**src/rtl/demux1to4_buf_if.sv**
```systemverilog
// -----------------------------------------------------------------------------
// demux1to4_buf_if
// Bundles the source and sink signals of the buffered 1-to-4 demultiplexer.
//
// Handshake: a word moves across a port on a rising clk edge when its valid
// and its ready are both 1 in the cycle before that edge. Ready never depends
// on valid. The source side is in/sel/in_valid -> in_ready. Channel k's sink
// side is out<k>/out_valid[k] -> out_ready[k].
//
// Modports
//   master : producer and the four consumers (drives in, sel, in_valid, out_ready)
//   slave  : the demultiplexer itself (drives in_ready, out0..3, out_valid, count0..3)
//
// Signals
//   in        [WIDTH-1:0]  source data word
//   sel       [1:0]        destination channel of `in`
//   in_valid               source presents in/sel
//   in_ready               word is accepted this cycle
//   out0..3   [WIDTH-1:0]  head word of each channel FIFO
//   out_valid [3:0]        bit k: channel k non-empty
//   out_ready [3:0]        bit k: consumer k takes the head word
//   count0..3 [CW-1:0]     occupancy of each channel FIFO
// -----------------------------------------------------------------------------
interface demux1to4_buf_if #(
  parameter int WIDTH = 32,
  parameter int DEPTH = 2
);
  localparam int CW = $clog2(DEPTH) + 1;

  logic [WIDTH-1:0] in;
  logic [1:0]       sel;
  logic             in_valid;
  logic             in_ready;
  logic [WIDTH-1:0] out0;
  logic [WIDTH-1:0] out1;
  logic [WIDTH-1:0] out2;
  logic [WIDTH-1:0] out3;
  logic [3:0]       out_valid;
  logic [3:0]       out_ready;
  logic [CW-1:0]    count0;
  logic [CW-1:0]    count1;
  logic [CW-1:0]    count2;
  logic [CW-1:0]    count3;

  modport master (
    output in, sel, in_valid, out_ready,
    input  in_ready, out0, out1, out2, out3, out_valid,
    input  count0, count1, count2, count3
  );

  modport slave (
    input  in, sel, in_valid, out_ready,
    output in_ready, out0, out1, out2, out3, out_valid,
    output count0, count1, count2, count3
  );
endinterface

```
**src/rtl/demux1to4_buf.sv**
```systemverilog
// -----------------------------------------------------------------------------
// demux1to4_buf
// Buffered 1-to-4 demultiplexer. Each accepted word is steered by `sel` into
// one of four circular FIFOs of DEPTH entries. Each FIFO drains through its
// own valid/ready port. Word order is kept within a channel. Order across
// channels is not defined.
//
// Ports
//   clk    rising-edge clock
//   reset  asynchronous, active-high; clears counts, pointers and storage
//   bus    demux1to4_buf_if.slave (see the interface for signal list)
//
// Parameters
//   WIDTH  data word width
//   DEPTH  entries per channel; must be a power of two and >= 2
// -----------------------------------------------------------------------------
module demux1to4_buf #(
  parameter int WIDTH = 32,
  parameter int DEPTH = 2
) (
  input logic            clk,
  input logic            reset,
  demux1to4_buf_if.slave bus
);
  localparam int PW = $clog2(DEPTH);
  localparam int CW = PW + 1;

  logic [WIDTH-1:0] r_mem    [4][DEPTH];
  logic [PW-1:0]    r_wr_ptr [4];
  logic [PW-1:0]    r_rd_ptr [4];
  logic [CW-1:0]    r_count  [4];

  logic [3:0] w_not_full;
  logic [3:0] w_not_empty;
  logic [3:0] w_push;
  logic [3:0] w_pop;

  always_comb begin
    w_not_full  = '0;
    w_not_empty = '0;
    w_pop       = '0;
    w_push      = '0;
    for (int k = 0; k < 4; k++) begin
      w_not_full[k]  = (r_count[k] != CW'(DEPTH));
      w_not_empty[k] = (r_count[k] != '0);
      w_pop[k]       = w_not_empty[k] && bus.out_ready[k];
    end
    // Readiness comes only from the selected channel's registered count.
    // A pop on a full channel in the same cycle does not free the slot until
    // the next cycle.
    w_push[bus.sel] = bus.in_valid && w_not_full[bus.sel];
  end

  assign bus.in_ready  = w_not_full[bus.sel];
  assign bus.out_valid = w_not_empty;

  assign bus.out0 = r_mem[0][r_rd_ptr[0]];
  assign bus.out1 = r_mem[1][r_rd_ptr[1]];
  assign bus.out2 = r_mem[2][r_rd_ptr[2]];
  assign bus.out3 = r_mem[3][r_rd_ptr[3]];

  assign bus.count0 = r_count[0];
  assign bus.count1 = r_count[1];
  assign bus.count2 = r_count[2];
  assign bus.count3 = r_count[3];

  // DEPTH is a power of two, so the pointers wrap naturally at PW bits.
  always_ff @(posedge clk or posedge reset) begin
    if (reset) begin
      for (int k = 0; k < 4; k++) begin
        r_wr_ptr[k] <= '0;
        r_rd_ptr[k] <= '0;
        r_count[k]  <= '0;
        for (int d = 0; d < DEPTH; d++) begin
          r_mem[k][d] <= '0;
        end
      end
    end else begin
      for (int k = 0; k < 4; k++) begin
        if (w_push[k]) begin
          r_mem[k][r_wr_ptr[k]] <= bus.in;
          r_wr_ptr[k]           <= r_wr_ptr[k] + 1'b1;
        end
        if (w_pop[k]) begin
          r_rd_ptr[k] <= r_rd_ptr[k] + 1'b1;
        end
        case ({w_push[k], w_pop[k]})
          2'b10:   r_count[k] <= r_count[k] + 1'b1;
          2'b01:   r_count[k] <= r_count[k] - 1'b1;
          default: r_count[k] <= r_count[k];
        endcase
      end
    end
  end
endmodule

```
**src/flat_wrapper.sv**
```systemverilog
// flat-port wrapper written by rule: the top's interface ports become plain ports
module demux1to4_buf_flat 
#(
  parameter int WIDTH = 32,
  parameter int DEPTH = 2
)
  (clk, reset, bus_in, bus_sel, bus_in_valid, bus_out_ready, bus_in_ready, bus_out0, bus_out1, bus_out2, bus_out3, bus_out_valid, bus_count0, bus_count1, bus_count2, bus_count3);
  demux1to4_buf_if #(.WIDTH(WIDTH), .DEPTH(DEPTH)) bus_i ();
  input logic clk;
  input logic reset;
  input wire logic [$bits(bus_i.in)-1:0] bus_in;
  input wire logic [$bits(bus_i.sel)-1:0] bus_sel;
  input wire logic [$bits(bus_i.in_valid)-1:0] bus_in_valid;
  input wire logic [$bits(bus_i.out_ready)-1:0] bus_out_ready;
  output wire logic [$bits(bus_i.in_ready)-1:0] bus_in_ready;
  output wire logic [$bits(bus_i.out0)-1:0] bus_out0;
  output wire logic [$bits(bus_i.out1)-1:0] bus_out1;
  output wire logic [$bits(bus_i.out2)-1:0] bus_out2;
  output wire logic [$bits(bus_i.out3)-1:0] bus_out3;
  output wire logic [$bits(bus_i.out_valid)-1:0] bus_out_valid;
  output wire logic [$bits(bus_i.count0)-1:0] bus_count0;
  output wire logic [$bits(bus_i.count1)-1:0] bus_count1;
  output wire logic [$bits(bus_i.count2)-1:0] bus_count2;
  output wire logic [$bits(bus_i.count3)-1:0] bus_count3;
  assign bus_i.in = bus_in;
  assign bus_i.sel = bus_sel;
  assign bus_i.in_valid = bus_in_valid;
  assign bus_i.out_ready = bus_out_ready;
  assign bus_in_ready = bus_i.in_ready;
  assign bus_out0 = bus_i.out0;
  assign bus_out1 = bus_i.out1;
  assign bus_out2 = bus_i.out2;
  assign bus_out3 = bus_i.out3;
  assign bus_out_valid = bus_i.out_valid;
  assign bus_count0 = bus_i.count0;
  assign bus_count1 = bus_i.count1;
  assign bus_count2 = bus_i.count2;
  assign bus_count3 = bus_i.count3;
  demux1to4_buf #(.WIDTH(WIDTH), .DEPTH(DEPTH)) u_core (.clk(clk), .reset(reset), .bus(bus_i));
endmodule
```
**config.mk**
```make
export PLATFORM = sky130hd
export DESIGN_NAME = demux1to4_buf_flat
export DESIGN_NICKNAME = d
export VERILOG_FILES = /design/src/rtl/demux1to4_buf_if.sv /design/src/rtl/demux1to4_buf.sv /design/src/flat_wrapper.sv
export SDC_FILE = /design/constraint.sdc
export NUM_CORES = 1
export LEC_CHECK = 0
export BUFFER_PORTS_ARGS = -buffer_cell sky130_fd_sc_hd__buf_4
export CAP_MARGIN = 15
export CORE_MARGIN = 10
export CORE_UTILIZATION = 56
export CTS_CLUSTER_SIZE = 25
export DETAILED_ROUTE_END_ITERATION = 10
export PLACE_DENSITY_LB_ADDON = 0.1
export SYNTH_ARGS = -nofsm -noshare
export SYNTH_HDL_FRONTEND = slang
export SYNTH_SLANG_ARGS = --single-unit
```
**constraint.sdc**
```tcl
create_clock -name clk -period 21.7 [get_ports clk]
set_input_delay 4.34 -clock clk [delete_from_list [all_inputs] [get_ports clk]]
set_output_delay 4.34 -clock clk [all_outputs]
set_load 0.02 [all_outputs]
```
# Word-level counts from Yosys, hierarchy flattened
# Index checks and enable logic that the tools add are counted.
# totals
rom_bits	0
register_bits	272
output_inout_bits	141
ramBits	0
input_bits	41
latch_bits	0
mem_count	0
# classes
div_mod_pow	0
addsub	16
magnitude_cmp	14
bitwise	9
muxes	32
mul	0
reduce_logical	18
n_eq_ne	12
shifts	0
# op_table
op	n
$mux W32	16
$bwmux W64	4
$demux W32 S1	4
$ge A2 B2 Y1 const B	8
$not A1 Y2	8
$pmux W2 S2	4
$reduce_bool A2 Y1	8
$logic_and A1 B1 Y1	10
$add A1 B1 Y1 const B	8
$add A2 B1 Y2 const B	4
$eq A2 B1 Y1 const B	4
$eq A2 B2 Y1 const B	4
$lt A2 B1 Y1 const B	4
$ne A2 B2 Y1 const B	4
$sub A2 B1 Y2 const B	4
$and A4 B4 Y4	1
$lt A2 B3 Y1 const B	1
$bmux W1 S2	1
$demux W1 S2	1
$ge A2 B1 Y1 const B	1
$mux W1	2

# Longest topological paths before layout
# logic_depth
ltp_word	7
mapped_depth	7
ltp_nobuf	6

# Least setup slack after synthesis
# No wires, ideal clock.
# synth_timing
kind	input port to output port
startpoint	in bus_sel[0]
endpoint	out bus_in_ready
t_arrival_ns	5.074
path_slack_ns	12.286
path_buffers	1
cell_stages	2
path_cell_list	buf_2 mux4_2
# synth_via
elab_chain_len	2
# synth_lines
element	line	text
start, declared	flat_wrapper.sv:12	input wire logic [$bits(bus_i.sel)-1:0] bus_sel;
$bmux W1 S2	demux1to4_buf.sv:54	assign bus.in_ready = w_not_full[bus.sel];
$mux W1 (implied by the code)	demux1to4_buf.sv:54	
end, declared	flat_wrapper.sv:15	output wire logic [$bits(bus_i.in_ready)-1:0] bus_in_ready;
# Every way passes these cells. The select of a mux whose other input is x is not followed.

# Final worst setup path
# Same ends and word-level chain as after synthesis.

==> reports/results.ini <==
[cts]
clk_latency_ns=0.53
clkTransAtPathRegs_ns=0.06
htree_levels=1
post_cts_resized=0
cts_max_path_buffers=3
hold_buffers=0
cts_made_buffers=28
root_buffer=clkbuf_16
post_cts_buffers=0
clock_sinks=272
cts_tree=done

[floorplanning]
ios=182
die-area_um2=27600
coreArea_um2=21000
num_rows=53
initial_core_util_pct=56.9
fp.dieW_um=166
die_h_um=166

[global_routing]
grt_overflow=0
grt_max_degree=128
grt_pass1_vias=7734
grt_pass1_wl_um=44200
antenna_found_initial=1
grt_usage_pct=19.6

[synth]
yosysSeqAreaShare_pct=56.9
ys_types=29
syn_inst=760
netlist_area_um2=12000
ys_warn_count=0
syn_avg_cell_area_um2=15.7
ys_ff_latch=272
synth_fp_nets=805

[drt]
drc=0
avgRoutedWirePerCell_um=22.5
wirelength_um=27700
via_count=6856
vias_per_cell=5.56
dr.pass1.iters=4
drt_iter0_drc=265
antenna_left=0

[timing]
fin_worst_skew_ns=0.00844
period_needed_ns=9.52
worstMarginPinSlew_ns=1.07
setup_viol=0
report.final.slew_viol_count=0
setup_tns_ns=0
period_share_pct=43.8
hold_viol_final=0
finalHoldWorstSlack_ns=0.483
finalWorstSetupSlack_ns=12.18
fmax_ghz=0.105
relSlewSlack_pct=28.8
rsz0062_at_grt=false

[run_status]
status=completed

[worst_setup_path]
end_kind=output port
cp_max_fo=9
worst_path_most_repeated_cell=buf_4
timing.rr.start=u_core.bus.count0[0]$_DFFE_PP0P_
startpoint=bus_sel[0]
cp_cell_sequence=buf_4 > mux4_2 > buf_4
cp.required_ns=17.36
critPathSlowestCell=mux4_2
critPathArrivalTime_ns=5.18
startpoint_type=input port
crit_type=in -> out
slowest_delay_ns=0.52

[cells_and_area]
fillers=1482
multi_input_area_um2=4930
syn_to_final_growth_pct=20.8
drive_gt1_share_pct=65.8
regArea_um2=6810
nNetsFinal=981

[hold_path]
hold_start=u_core.r_mem[152]$_DFFE_PP0P_
hp-class=reg -> reg

[placed_design]
port_buffers=181
gp_congestion=0.765
dp_hpwl_um=17600
dp_slack_ns=12.20

[power_and_ir_drop]
powerDensity_nw_per_um2=181
ir_drop_v=0.000114
p_leak_nw=6.62

[run]
max_cap_violations=0

[path summary, 6_finish.rpt]
kind | slack (ns) | cells after the start | end
max reg2reg | 19.26 | 4 | u_core.r_mem[227]$_DFFE_PP0P_
max | 12.18 | 3 | bus_in_ready
min in group asynchronous | 4.00 | 2 | u_core.r_mem[122]$_DFFE_PP0P_
min reg2reg | 0.48 | 1 | u_core.r_mem[152]$_DFFE_PP0P_
min | 0.48 | 1 | u_core.r_mem[152]$_DFFE_PP0P_
max in group asynchronous | 16.18 | 3 | u_core.r_mem[115]$_DFFE_PP0P_
[cell families (layout without fill, tap and decap cells)]
| logic type | Yosys count | after routing | synth area share [%] |
|---|---|---|---|
| adder cells (fa/ha/maj) | 4 | 4 | 0.418 |
| multiplexers | 385 | 385 | 37.3 |
| XOR/XNOR | 20 | 20 | 1.46 |
| AND/OR/NAND/NOR | 34 | 34 | 1.86 |
| other | 0 | 1 | 0 |
| flip-flops | 272 | 272 | 56.9 |
| buffers and inverters | 45 | 241 | 2.09 |
[sequential cells by signal (all words and copies together), names as in the netlist]
register,flops
u_core.bus.count0,2
u_core.bus.count1,2
u_core.bus.count2,2
u_core.bus.count3,2
u_core.r_mem,256
u_core.r_rd_ptr,4
u_core.r_wr_ptr,4
[report_power, final]
| part | total [W] | internal [W] | switching, W | leakage (nW) |
|---|---|---|---|---|
| logic | 0.00118 | 0.000640 | 0.000542 | 2.88 |
| clock network | 0.000474 | 0.000286 | 0.000188 | 0.460 |
| registers | 0.000957 | 0.000761 | 0.000196 | 3.28 |
[final cells by class]
cell class,count,share of cell area (%)
antenna,1,0.0173
clock buffer,45,6.06
clock inverter,5,0.346
inverter,1,0.0779
multi-input combinational,443,34.1
sequential,272,47.1
tap,275,2.38
timing repair buffer,190,9.87
[Yosys cell counts (all sizes together)]
| library cell | n | area, um^2 |
|---|---|---|
| or2 | 4 | 25.0 |
| nor2b | 2 | 12.5 |
| nand3 | 2 | 10.0 |
| and2 | 4 | 25.0 |
| nor4b | 2 | 30.0 |
| nand2 | 1 | 6.26 |
| and4 | 1 | 8.76 |
| and2b | 1 | 7.51 |
| nand2b | 4 | 25.0 |
| clkbuf | 18 | 67.6 |
| ha | 4 | 50.1 |
| nand4b | 2 | 17.5 |
| mux2 | 384 | 4440 |
| nand4 | 3 | 18.8 |
| nor2 | 6 | 22.5 |
| or4 | 1 | 7.51 |
| buf | 26 | 179 |
| xnor2 | 12 | 105 |
| xor2 | 8 | 70.1 |
| dfrtp | 272 | 6810 |
| mux4 | 1 | 22.5 |
| or3 | 1 | 6.26 |
| inv | 1 | 3.75 |
[stage by stage]
stage               cells  util, %  area [um^2]  power (W)
global route         1231     68.8        14500    0.00275
global placement     1181     64.4        13500    0.00211
finish               1232     68.8        14500    0.00261
detailed placement   1181     64.4        13500    0.00216
CTS                  1231     68.8        14500    0.00264
floorplan             760        -        12000    0.00168
[layout by cell type, fill, tap and decap left out]
cell and n:
mux2_2 350, dfrtp_1 268, buf_4 190, mux2_4 30, clkbuf_16 29, xnor2_1 12
clkbuf_8 9, xor2_1 8, clkbuf_1 7, nor2_1 5, nand2b_1 4, or2_2 4
and2_1 4, mux2_1 4, ha_1 4, clkinv_2 4, dfrtp_2 4, nand4_1 3
nor2b_1 2, nand4b_1 2, nand3_1 2, nor4b_4 2, diode_2 1, nor2_4 1
and2b_1 1, and4_2 1, nand2_2 1, or3_1 1, mux4_2 1, inv_8 1
or4_2 1, bufinv_16 1
[routing by layer]
metal | part of all wire (%) | vias up | track usage, % | wire length (um)
li1 | - | 3070 | - | -
met4 | 1.2 | 0 | 3.78 | 339
met2 | 50 | 165 | 33.5 | 13800
met3 | 5.6 | 31 | 4.35 | 1570
met1 | 43 | 3590 | 25.2 | 12000
met5 | 0 | - | 0 | 0
[critical path: cells and delay by family]
kind                   cells  cell delay, ns
muxes                      1            0.52
buffers and inverters      2            0.32
Note: power is estimated with default switching activity, not from simulation.
